`src/rtl/transmissor_relatorio_serial_if.sv`:
```
// Handshake and data bundle between the control unit and the serial report transmitter.
interface transmissor_relatorio_serial_if;
    logic        partida;
    logic [15:0] peso_atual;
    logic        pertence_intervalo;
    logic        saida_serial;
    logic        ocupado;
    logic        pronto;
    logic [2:0]  db_estado;

    modport master (
        output partida, peso_atual, pertence_intervalo,
        input  saida_serial, ocupado, pronto, db_estado
    );
    modport slave (
        input  partida, peso_atual, pertence_intervalo,
        output saida_serial, ocupado, pronto, db_estado
    );
endinterface

```
`src/rtl/transmissor_relatorio_serial.sv`:
```
// 8N1 transmitter sending a 5-byte ASCII weight/interval report per start request.
module transmissor_relatorio_serial #(
    parameter int CLKS_PER_BIT = 434
) (
    input  logic clock,
    input  logic reset,
    transmissor_relatorio_serial_if.slave bus
);
    localparam int CW = (CLKS_PER_BIT > 2) ? $clog2(CLKS_PER_BIT) : 1;
    localparam logic [CW-1:0] BAUD_MAX = CW'(CLKS_PER_BIT - 1);

    typedef enum logic [2:0] {
        OCIOSO = 3'd0, INICIO = 3'd1, DADOS = 3'd2, PARADA = 3'd3, FIM = 3'd4
    } estadoT;

    estadoT        estado, estadoProx;
    logic [CW-1:0] baudCnt, baudProx;
    logic [2:0]    bitIdx, bitProx;
    logic [2:0]    byteIdx, byteProx;
    logic [7:0]    dezena, dezenaProx;
    logic [7:0]    unidade, unidadeProx;
    logic          flag, flagProx;
    logic          linhaQ, linhaProx;
    logic          ocupadoQ, ocupadoProx;
    logic          prontoQ, prontoProx;
    logic          fimBit, aceita;
    logic [7:0]    byteAtual;

    function automatic logic [7:0] digitoAscii(input logic [7:0] d);
        return (d > 8'd9) ? 8'h3F : 8'h30 + d;
    endfunction

    function automatic logic [7:0] byteQuadro(input logic [2:0] idx, input logic [7:0] dez,
                                              input logic [7:0] uni, input logic flg);
        case (idx)
            3'd0:    return digitoAscii(dez);
            3'd1:    return digitoAscii(uni);
            3'd2:    return 8'h2C;
            3'd3:    return flg ? 8'h31 : 8'h30;
            default: return 8'h0A;
        endcase
    endfunction

    always_ff @(posedge clock) begin
        if (reset) begin
            estado   <= OCIOSO;
            baudCnt  <= '0;
            bitIdx   <= '0;
            byteIdx  <= '0;
            dezena   <= '0;
            unidade  <= '0;
            flag     <= 1'b0;
            linhaQ   <= 1'b1;
            ocupadoQ <= 1'b0;
            prontoQ  <= 1'b0;
        end else begin
            estado   <= estadoProx;
            baudCnt  <= baudProx;
            bitIdx   <= bitProx;
            byteIdx  <= byteProx;
            dezena   <= dezenaProx;
            unidade  <= unidadeProx;
            flag     <= flagProx;
            linhaQ   <= linhaProx;
            ocupadoQ <= ocupadoProx;
            prontoQ  <= prontoProx;
        end
    end

    assign fimBit = (baudCnt == BAUD_MAX);

    always_comb begin
        estadoProx  = estado;
        baudProx    = baudCnt;
        bitProx     = bitIdx;
        byteProx    = byteIdx;
        dezenaProx  = dezena;
        unidadeProx = unidade;
        flagProx    = flag;
        aceita      = 1'b0;
        case (estado)
            OCIOSO: aceita = bus.partida;
            INICIO: begin
                if (fimBit) begin
                    estadoProx = DADOS;
                    baudProx   = '0;
                    bitProx    = '0;
                end else baudProx = baudCnt + 1'b1;
            end
            DADOS: begin
                if (fimBit) begin
                    baudProx = '0;
                    if (bitIdx == 3'd7) estadoProx = PARADA;
                    else                bitProx    = bitIdx + 3'd1;
                end else baudProx = baudCnt + 1'b1;
            end
            PARADA: begin
                if (fimBit) begin
                    baudProx = '0;
                    if (byteIdx == 3'd4) estadoProx = FIM;
                    else begin
                        estadoProx = INICIO;
                        byteProx   = byteIdx + 3'd1;
                    end
                end else baudProx = baudCnt + 1'b1;
            end
            FIM: begin
                aceita     = bus.partida;
                estadoProx = OCIOSO;
            end
            default: estadoProx = OCIOSO;
        endcase
        if (aceita) begin
            estadoProx  = INICIO;
            baudProx    = '0;
            bitProx     = '0;
            byteProx    = '0;
            dezenaProx  = bus.peso_atual[15:8];
            unidadeProx = bus.peso_atual[7:0];
            flagProx    = bus.pertence_intervalo;
        end
    end

    // Outputs are computed from the next state so the registered line changes on the same edge as the state.
    always_comb begin
        byteAtual   = byteQuadro(byteProx, dezenaProx, unidadeProx, flagProx);
        linhaProx   = 1'b1;
        ocupadoProx = 1'b0;
        prontoProx  = 1'b0;
        case (estadoProx)
            INICIO: begin linhaProx = 1'b0;               ocupadoProx = 1'b1; end
            DADOS:  begin linhaProx = byteAtual[bitProx]; ocupadoProx = 1'b1; end
            PARADA: ocupadoProx = 1'b1;
            FIM:    prontoProx  = 1'b1;
            default: ;
        endcase
    end

    assign bus.saida_serial = linhaQ;
    assign bus.ocupado      = ocupadoQ;
    assign bus.pronto       = prontoQ;
    assign bus.db_estado    = estado;
endmodule

```
`src/flat_wrapper.sv`:
```
// flat-port wrapper written by rule: the top's interface ports become plain ports
module transmissor_relatorio_serial_flat 
#(
    parameter int CLKS_PER_BIT = 434
)
  (clock, reset, bus_partida, bus_peso_atual, bus_pertence_intervalo, bus_saida_serial, bus_ocupado, bus_pronto, bus_db_estado);
  transmissor_relatorio_serial_if bus_i ();
  input  logic clock;
  input  logic reset;
  input wire logic [$bits(bus_i.partida)-1:0] bus_partida;
  input wire logic [$bits(bus_i.peso_atual)-1:0] bus_peso_atual;
  input wire logic [$bits(bus_i.pertence_intervalo)-1:0] bus_pertence_intervalo;
  output wire logic [$bits(bus_i.saida_serial)-1:0] bus_saida_serial;
  output wire logic [$bits(bus_i.ocupado)-1:0] bus_ocupado;
  output wire logic [$bits(bus_i.pronto)-1:0] bus_pronto;
  output wire logic [$bits(bus_i.db_estado)-1:0] bus_db_estado;
  assign bus_i.partida = bus_partida;
  assign bus_i.peso_atual = bus_peso_atual;
  assign bus_i.pertence_intervalo = bus_pertence_intervalo;
  assign bus_saida_serial = bus_i.saida_serial;
  assign bus_ocupado = bus_i.ocupado;
  assign bus_pronto = bus_i.pronto;
  assign bus_db_estado = bus_i.db_estado;
  transmissor_relatorio_serial #(.CLKS_PER_BIT(CLKS_PER_BIT)) u_core (.clock(clock), .reset(reset), .bus(bus_i));
endmodule
```
`config.mk`:
```
export PLATFORM = sky130hd
export DESIGN_NAME = transmissor_relatorio_serial_flat
export DESIGN_NICKNAME = d
export VERILOG_FILES = /design/src/rtl/transmissor_relatorio_serial_if.sv /design/src/rtl/transmissor_relatorio_serial.sv /design/src/flat_wrapper.sv
export SDC_FILE = /design/constraint.sdc
export NUM_CORES = 1
export LEC_CHECK = 0
export ABC_AREA = 1
export ABC_CLOCK_PERIOD_IN_PS = 2090
export CORE_ASPECT_RATIO = 0.8
export CORE_MARGIN = 2
export CORE_UTILIZATION = 35
export DETAILED_ROUTE_END_ITERATION = 7
export GPL_TIMING_DRIVEN = 1
export REMOVE_ABC_BUFFERS = 1
export SYNTH_ARGS = -nofsm -noshare
export SYNTH_HDL_FRONTEND = slang
export SYNTH_SLANG_ARGS = --single-unit
```
`constraint.sdc`:
```
create_clock -name clock -period 2.09 [get_ports clock]
set_clock_uncertainty 0.1 [all_clocks]
set_input_delay 0.3135 -clock clock [delete_from_list [all_inputs] [get_ports clock]]
set_output_delay 0.3135 -clock clock [all_outputs]
set_load 0.01 [all_outputs]
```
* After elaboration in Yosys (flattened, before gate mapping)
Index checks and enable logic that the tools add are counted.
** Operators by class
- $add $sub $neg :: 5
- Multipliers :: 0
- Divide/modulo/power cells :: 0
- Magnitude comparators :: 3
- Eq/ne operators :: 14
- Shift operators :: 0
- Mux-type cells :: 30
- Bitwise gates (word level) :: 0
- Reduce and logical (&&, ||, !) cells :: 6
** Operator list (number)
- 3-bit two-way mux :: 14
- 8-bit two-way mux :: 4
- 8-bit one-hot mux with 4 select lines :: 1
- 3-bit by 2-bit equality test with 1-bit output, second input constant :: 6
- 6-bit by 8-bit adder with 8-bit output, first input constant :: 2
- 8-bit by 4-bit greater-than comparator with 1-bit output, second input constant :: 2
- 3-bit equality test, second input constant :: 4
- 3-bit one-hot mux with 4 select lines :: 1
- 9-bit by 1-bit adder with 9-bit output, second input constant :: 1
- 3-bit by 1-bit equality test with 1-bit output, second input constant :: 3
- 9-bit equality test, second input constant :: 1
- 9-bit two-way mux :: 1
- 3-bit by 1-bit adder with 3-bit output, second input constant :: 2
- 3-bit logical NOT :: 2
- 1-bit two-way mux :: 6
- 3-bit one-hot mux with 2 select lines :: 1
- 3-bit OR reduction :: 2
- 3-bit by 4-bit less-than comparator with 1-bit output, second input constant :: 1
- 2-bit OR reduction :: 2
- 1-bit binary-select mux with 3-bit select :: 1
- 1-bit one-hot mux with 2 select lines :: 1
** Word-level totals
- Register bits after elaboration :: 38
- Bits in latches :: 0
- RAM bits :: 0
- Bits in read-only memories :: 0
- Input port bits :: 20
- Output and inout port bits :: 6
- Logic and storage cells :: 68
- Memories :: 0

* Logic depth before layout (Yosys ltp)
Gate-level depths: netlist of the first run.
- Depth after elaboration :: 10
- Mapped depth :: 19

* Worst setup path before layout of the first run
Ideal clock, no wire load.
- Path kind :: register -> register
- Start :: register u_core.estado[0], in the netlist u_core.bus.db_estado[0]
- End :: register u_core.linhaQ, in the netlist u_core.bus.saida_serial
- Setup time :: 0.113 ns
- Data arrival time :: 1.903 ns
- Data required time :: 1.877 ns
- Setup slack :: -0.026 ns
- Cell stages (with the launch flop) :: 18
- Clock period less this slack :: 2.116 ns
- Cells stage by stage :: dfxtp_1 > nor2_2 > buf_4 > nand3_1 > nand2_1 > inv_1 > ha_1 > or2_1 > nand3_1 > nand2_1 > a21oi_1 > nand2_1 > nand2_1 > inv_1 > nand2_1 > nand2_1 > nand2_1 > nand2_1
** On the way
- Cells in the longest elaborated chain, start to end :: 10
- Elaborated cells on any way between the ends :: 37
** RTL lines
- start: declaration :: RTL line transmissor_relatorio_serial.sv:16 : estadoT estado, estadoProx;
- start signal: assignment :: RTL line transmissor_relatorio_serial.sv:57 : estado <= estadoProx;
- 3-bit equality test or 3-bit logical NOT (tied branches) :: RTL line transmissor_relatorio_serial.sv:81 : case (estado)
- 2-bit OR reduction (no line)
- 1-bit two-way mux :: RTL line transmissor_relatorio_serial.sv:81
- 8-bit two-way mux :: RTL line transmissor_relatorio_serial.sv:113 : if (aceita) begin
- 6-bit by 8-bit adder with 8-bit output or 8-bit by 4-bit greater-than comparator with 1-bit output (tied branches) :: RTL line transmissor_relatorio_serial.sv:30 : return (d > 8'd9) ? 8'h3F : 8'h30 + d;
- 8-bit two-way mux :: RTL line transmissor_relatorio_serial.sv:30
- 8-bit one-hot mux with 4 select lines :: RTL line transmissor_relatorio_serial.sv:35 : case (idx)
- 1-bit binary-select mux with 3-bit select :: RTL line transmissor_relatorio_serial.sv:132 : DADOS: begin linhaProx = byteAtual[bitProx]; ocupadoProx = 1'b1; end
- 1-bit two-way mux (not written as such) :: RTL line transmissor_relatorio_serial.sv:132
- 1-bit one-hot mux with 2 select lines (*) :: RTL line transmissor_relatorio_serial.sv:130 : case (estadoProx)
- end signal: assignment :: RTL line transmissor_relatorio_serial.sv:64 : linhaQ <= linhaProx;
- end: declaration :: RTL line transmissor_relatorio_serial.sv:23 : logic linhaQ, linhaProx;
Mark *: on every way between the ends. The rest lies on a longest branch, timed or not. The select of a mux whose other input is x is not followed.
A chain may end at the register's enable or synchronous reset.

* Final worst setup path of the first run
Same ends and word-level chain as after synthesis.

==> flow_metrics.py, run 1 <==
metrics = {
    "timing": {
        "finalHoldViolations": 0,
        "grt_setup_unrepaired": "yes",
        "setup_tns_ns": -0.05777,
        "relSlewSlack": 0.6625,
        "drv_slew": 0,
        "fin_crit_sh": 1.024,
        "fin_ws_ns": -0.05092,
        "tightest_slew_ns": 0.5029,
        "finalSetupViolations": 2,
        "max_freq_mhz": 467.1,
        "period_needed_ns": 2.141,
    },
    "detailed_routing": {
        "vias": 2528,
        "wl_met3_um": 380,
        "wl_met2_um": 2859,
        "drtAntennaViolNets": 0,
        "avgRoutedWirePerCell_um": 12.05,
        "dr.pass1.iters": 4,
        "drt_iter0_drc": 135,
        "drt-met1-wl_um": 3208,
        "drc_errors": 0,
        "drt_wl_total_um": 6521,
        "maxUsedRoutingLayer": "met4",
        "vias_per_cell": 4.673,
    },
    "worst_hold_path": {
        "holdPathStages": 2,
        "hold_path_class": "register to register",
        "min_to": "u_core.bus.db_estado[2]",
        "min_from": "u_core.byteIdx[2]",
    },
    "power": {
        "ir_drop_uv": 225.2,
        "power_density_nw_per_um2": 544.1,
        "p_leak_nw": 1.697,
    },
    "setup_path": {
        "reg2regPathDepth": 16,
        "endpoint_kind": "register",
        "worst_ep_required_time_ns": 2.24,
        "ff2ff_setup_slack_ns": -0.05,
        "r2r_start": "u_core.bus.db_estado[0]",
        "crit_arrival_ns": 2.29,
        "cp-start-kind": "register",
        "r2r-end": "u_core.bus.saida_serial",
        "worstSetupPathType": "register to register",
        "path_max_fanout": 7,
    },
    "placed_design": {
        "hpwlAfterDp_um": 4852,
        "dp_cells": 525,
        "gp_congestion": 0.9070,
        "portBuffers": 25,
    },
    "flow_run": {
        "maxCapViolations": 0,
    },
    "synth": {
        "ys_types": 39,
        "yosysTopAreaCellShare": 0.3177,
        "synth_seq_cells": 38,
        "synth_edf_count": 0,
        "synthArstFlopShare": 0,
        "avgSynthCellArea_um2": 6.746,
        "synthTopCellsByArea": "dfxtp_1, nand2_1, nor2_1",
        "yosysTopAreaCell": "dfxtp_1",
        "synthTopCellsByCount": "nand2_1, nor2_1, inv_1",
        "synth_area_um2": 2395,
        "yosysWarnings": 0,
        "synthFlopType": "dfxtp_1",
        "yosysSeqAreaShare": 0.3177,
        "synthCells": 355,
        "yosysMostFrequentCell": "nand2_1",
    },
    "clock_tree": {
        "clock_latency_ns": 0.30,
        "h-tree-depth": 2,
        "path_clk_slew_ns": 0.08,
        "numCtsBuffers": 5,
        "cts.sinks": 38,
        "cts_root_buffer": "clkbuf_8",
        "clk_path_buf_depth": 2,
        "tritoncts": "done",
        "ctsHoldBuffers": 0,
    },
    "finish": {
        "register_area_um2": 767.0,
        "final_core_util": 0.5444,
        "num-fill-cells": 642,
        "drive_above_1_share": 0.3567,
        "syn_to_final_growth_pct": 47.91,
        "instances_no_fill": 541,
        "layout.nets": 483,
        "multiInputGateArea_um2": 1520,
        "num_antenna_cells": 0,
    },
    "die": {
        "dieWidth_um": 96.48,
        "start_util": 0.3681,
        "fp.dieH_um": 77.99,
        "fp.dieArea_um2": 7524,
        "io_pins": 26,
        "rows": 26,
        "core_area_um2": 6506,
    },
    "grt": {
        "grt_pass1_vias": 2294,
        "grt_use_total": 0.1777,
        "grt_max_degree": 24,
        "antenna_found_initial": 0,
        "grt_pass1_wl_um": 10480,
        "gr-total-overflow": 0,
    },
    "run_status": {
        "status": "finished, violations left",
        "violations": "negative setup slack",
    },
}
## repair_timing
item                                    4_1_cts  5_1_grt
resized for setup                            18       28
buffers inserted                              1        6
endpoints found under the setup margin        3        7
pin swaps                                     3       23
gates cloned                                  0        1
## worst max-delay path, cell delays in order, from the launching register on
cell     delay, ns
dfxtp_2       0.36
buf_4         0.14
nand3_1       0.16
inv_2         0.16
nand3_2       0.12
nand2_1       0.12
nand3_4       0.13
buf_4         0.16
nor2_1        0.11
nand2_1       0.07
nand3_1       0.07
nand2_1       0.05
nand3_1       0.08
nand3_1       0.07
nand2_1       0.08
nand2_1       0.05
nand2_1       0.05
## power by group
| group | leakage [nW] | total (mW) | switching, mW | internal [mW] |
|---|---|---|---|---|
| clock | 0.0579 | 0.637 | 0.285 | 0.352 |
| combinational | 1.33 | 0.521 | 0.266 | 0.255 |
| sequential | 0.313 | 0.769 | 0.0118 | 0.757 |
| total | 1.70 | 1.93 | 0.563 | 1.36 |
## state kept, by name (all words and copies together), names as in the netlist
signal / cells
u_core.bitIdx: 3
u_core.bus.saida_serial: 1
u_core.flag: 1
u_core.unidade: 8
u_core.bus.ocupado: 1
u_core.byteIdx: 3
u_core.baudCnt: 9
u_core.bus.pronto: 1
u_core.bus.db_estado: 3
u_core.dezena: 8
## worst max-delay path by stage
stage / start / endpoint / slack [ns] / depth (start not counted)
after floorplan: u_core.bus.db_estado[0] / u_core.bus.saida_serial / -0.34 / 18
after global placement: bus_partida / u_core.bus.saida_serial / -0.33 / 17
after detailed placement: bus_partida / u_core.bus.saida_serial / -0.37 / 17
after CTS: u_core.baudCnt[1] / u_core.bus.saida_serial / -0.04 / 17
after global routing: u_core.bus.db_estado[0] / u_core.bus.saida_serial / -0.23 / 16
final: u_core.bus.db_estado[0] / u_core.bus.saida_serial / -0.05 / 16
## cells by family after synthesis
| family | after synthesis | synth area share |
|---|---|---|
| XOR/XNOR | 2 | 0.007316 |
| AO/OA/AOI/OAI | 27 | 0.07315 |
| multiplexers | 1 | 0.004180 |
| AND/OR/NAND/NOR | 218 | 0.4540 |
| flip-flops | 38 | 0.3177 |
| buffers and inverters | 62 | 0.1071 |
| adder cells (fa/ha/maj) | 7 | 0.03657 |
## cells in the final DEF (no fill, tap or decap), types with 6 or more instances in the layout
cell type        netlist  routed
buf_4                  2      70
nand2_1               75      67
nor2_1                50      46
inv_1                 43      41
dfxtp_1               38      33
nand3_1               30      28
clkdlybuf4s50_1        0      24
nand2_2               15      23
inv_2                 11      13
nand3b_1               9       9
nor2_4                 3       7
nor3_1                 8       6
## cell type report
| class | instances | area share |
|---|---|---|
| clock buffers | 5 | 0.01943 |
| clock inverters | 3 | 0.01130 |
| inverters | 55 | 0.05828 |
| multi-input cells | 256 | 0.4292 |
| flip-flops and latches | 38 | 0.2165 |
| well taps | 84 | 0.02967 |
| repair buffers | 100 | 0.2356 |
## layer usage
layer / global-route usage / vias up
met5: 0 / -
met4: 0.05070 / 0
met3: 0.02816 / 7
met2: 0.2653 / 68
met1: 0.2621 / 1125
li1: - / 1328
## stage by stage
step	setup WS (ns)	hold WS, ns	total power [mW]	instance area (um^2)
2_1_floorplan	-0.3447	0.2852	1.036	2345
3_3_place_gp	-0.3336	0.4286	1.255	3211
3_5_place_dp	-0.3737	0.4209	1.262	3211
4_1_cts	-0.04104	0.4377	1.906	3398
5_1_grt	-0.2279	0.5117	2.025	3542
6_report	-0.05092	0.4530	1.927	3542
No activity file was read; power rests on OpenSTA's default activity.
==> run 2: changes to the inputs <==
--- a/config.mk
+++ b/config.mk
@@ -13,6 +13,7 @@
 export DETAILED_ROUTE_END_ITERATION = 7
 export GPL_TIMING_DRIVEN = 1
 export REMOVE_ABC_BUFFERS = 1
+export SKIP_CTS_REPAIR_TIMING = 1
 export SYNTH_ARGS = -nofsm -noshare
 export SYNTH_HDL_FRONTEND = slang
 export SYNTH_SLANG_ARGS = --single-unit
==> flow_metrics.py, run 2 (synthesis gave the netlist of run 1 again) <==
metrics = {
    "setup_path": {
        "crit_top_cell": "nand2_1",
        "worstSetupPathType": "register to register",
        "reg2regPathDepth": 16,
        "cp-start-kind": "register",
        "cp_slowest_stage_delay_ns": 0.33,
        "crit_path_top_delay_cell": "dfxtp_2",
        "crit_cells": 16,
        "endpoint": "u_core.bus.saida_serial",
        "cpLargestDelayFamily": "simple AND/OR/NAND/NOR gates",
        "crit_buf_inv": 1,
        "crit_arrival_ns": 2.33,
        "critPathLaunch": "u_core.baudCnt[1]",
        "r2r_start": "u_core.baudCnt[1]",
        "r2r-end": "u_core.bus.saida_serial",
        "path_max_fanout": 6,
        "crit_chain": "inv_2, ha_4, nand3_4, nor2_8, nand3_2, nand2_2, nand3_2, nor2_2, nand3b_1, a21oi_2, nor2_1, nand2_1, nand3_1, nand2_1, nand2_1, nand2_1",
        "endpoint_kind": "register",
        "worst_ep_required_time_ns": 2.24,
        "ff2ff_setup_slack_ns": -0.09,
    },
    "clock_tree": {
        "tritoncts": "done",
        "path_clk_slew_ns": 0.08,
        "clk_path_buf_depth": 2,
        "numCtsBuffers": 5,
        "h-tree-depth": 2,
        "cts.sinks": 38,
        "cts_root_buffer": "clkbuf_8",
        "clock_latency_ns": 0.30,
    },
    "timing": {
        "period_needed_ns": 2.183,
        "fin_crit_sh": 1.044,
        "finalHoldViolations": 0,
        "drv_slew": 0,
        "finalSetupViolations": 1,
        "fin_ws_ns": -0.09251,
        "grt_setup_unrepaired": "yes",
        "max_freq_mhz": 458.2,
        "tightest_slew_ns": 0.3402,
        "relSlewSlack": 0.7731,
    },
    "run_status": {
        "violations": "negative setup slack",
        "status": "finished, violations left",
    },
    "placed_design": {
        "portBuffers": 25,
        "gp_congestion": 0.9070,
        "dp_cells": 525,
        "hpwlAfterDp_um": 4852,
        "pre_cts_slack_ns": -0.3737,
    },
    "die": {
        "rows": 26,
        "fp.dieH_um": 77.99,
        "start_util": 0.3681,
        "fp.dieArea_um2": 7524,
        "core_area_um2": 6506,
        "dieWidth_um": 96.48,
        "io_pins": 26,
    },
    "grt": {
        "grt_pass1_vias": 2272,
        "grt_pass1_wl_um": 10340,
        "grt_max_degree": 24,
        "grt_use_total": 0.1755,
        "antenna_found_initial": 0,
        "gr-total-overflow": 0,
    },
    "finish": {
        "reg_top3": "u_core.baudCnt x9, u_core.dezena x8, u_core.unidade x8",
        "drive_above_1_share": 0.3826,
        "top_register": "u_core.baudCnt",
        "instances_no_fill": 544,
        "layout_common_cells": "buf_4, nand2_1, nor2_1",
        "num_antenna_cells": 0,
        "layout.nets": 486,
        "largest_register_ffs": 9,
        "syn_to_final_growth_pct": 51.72,
        "final_common_cell": "buf_4",
    },
    "power": {
        "p_leak_nw": 1.742,
        "ir_drop_uv": 227.2,
        "power_density_nw_per_um2": 533.3,
    },
    "flow_run": {
        "maxCapViolations": 0,
    },
    "detailed_routing": {
        "drc_errors": 0,
        "drtAntennaViolNets": 0,
        "avgRoutedWirePerCell_um": 12.16,
        "vias_per_cell": 4.678,
        "dr.pass1.iters": 4,
        "vias": 2545,
        "drt_wl_total_um": 6617,
        "drt_iter0_drc": 125,
    },
    "worst_hold_path": {
        "hold_path_class": "register to register",
    },
}
==> run 2: per-stage QoR <==
step | utilization | TNS [ns] | cell area (um^2) | total power [mW] | hold slack, ns
after CTS | 0.5102 | -0.2725 | 3319 | 1.897 | 0.4377
after global routing | 0.5585 | -0.5860 | 3633 | 2.033 | 0.5077
after detailed placement | 0.4935 | -0.5619 | 3211 | 1.262 | 0.4209
after global placement | 0.4935 | -0.5393 | 3211 | 1.255 | 0.4286
after floorplan | - | -0.3447 | 2345 | 1.036 | 0.2852
final | 0.5585 | -0.09251 | 3633 | 1.938 | 0.4668
==> run 2: cell type report <==
| cell class | instances | area (um^2) |
|---|---|---|
| clock inverter | 3 | 40.04 |
| timing repair buffer | 103 | 860.8 |
| tap | 84 | 105.1 |
| sequential | 38 | 764.5 |
| inverter | 55 | 209.0 |
| multi-input combinational | 256 | 1585 |
| fill | 618 | 2873 |
| clock buffer | 5 | 68.82 |
==> run 2: worst min path at each step <==
stage | cells after the start | startpoint | to | slack [ns]
3_3_place_gp | 2 | u_core.byteIdx[2] | u_core.bus.db_estado[2] | 0.43
5_1_grt | 2 | u_core.byteIdx[2] | u_core.bus.db_estado[2] | 0.51
2_1_floorplan | 1 | reset | u_core.unidade[6] | 0.29
6_report | 2 | u_core.byteIdx[2] | u_core.bus.db_estado[2] | 0.47
3_5_place_dp | 2 | u_core.byteIdx[2] | u_core.bus.db_estado[2] | 0.42
4_1_cts | 2 | u_core.byteIdx[2] | u_core.bus.db_estado[2] | 0.44
==> run 2: tightest hold or removal path, stage by stage, from the launching register on <==
cell     delay (ns)
dfxtp_1        0.36
nand2_1        0.11
nor3_1         0.06
==> run 2: routing by layer <==
metal	track usage	up-vias	routed length, um	part of all wire
met5	0	-	0	0
met3	0.02816	7	284	0.043
met1	0.2613	1156	3353	0.51
met2	0.2583	50	2905	0.44
li1	-	1332	-	-
met4	0.05070	0	74	0.011
==> run 2: power breakdown <==
group	switching [mW]	internal [mW]
combinational	0.273	0.258
clock	0.286	0.352
sequential	0.0116	0.757
total	0.571	1.37
==> run 3: changes to the inputs <==
--- a/config.mk
+++ b/config.mk
@@ -12,6 +12,7 @@
 export CORE_UTILIZATION = 35
 export DETAILED_ROUTE_END_ITERATION = 7
 export GPL_TIMING_DRIVEN = 1
+export HOLD_SLACK_MARGIN = 0.02
 export REMOVE_ABC_BUFFERS = 1
 export SKIP_CTS_REPAIR_TIMING = 1
 export SYNTH_ARGS = -nofsm -noshare
==> results of run 3 <==
Final layout, timing and power as in run 2 (identical DEF).
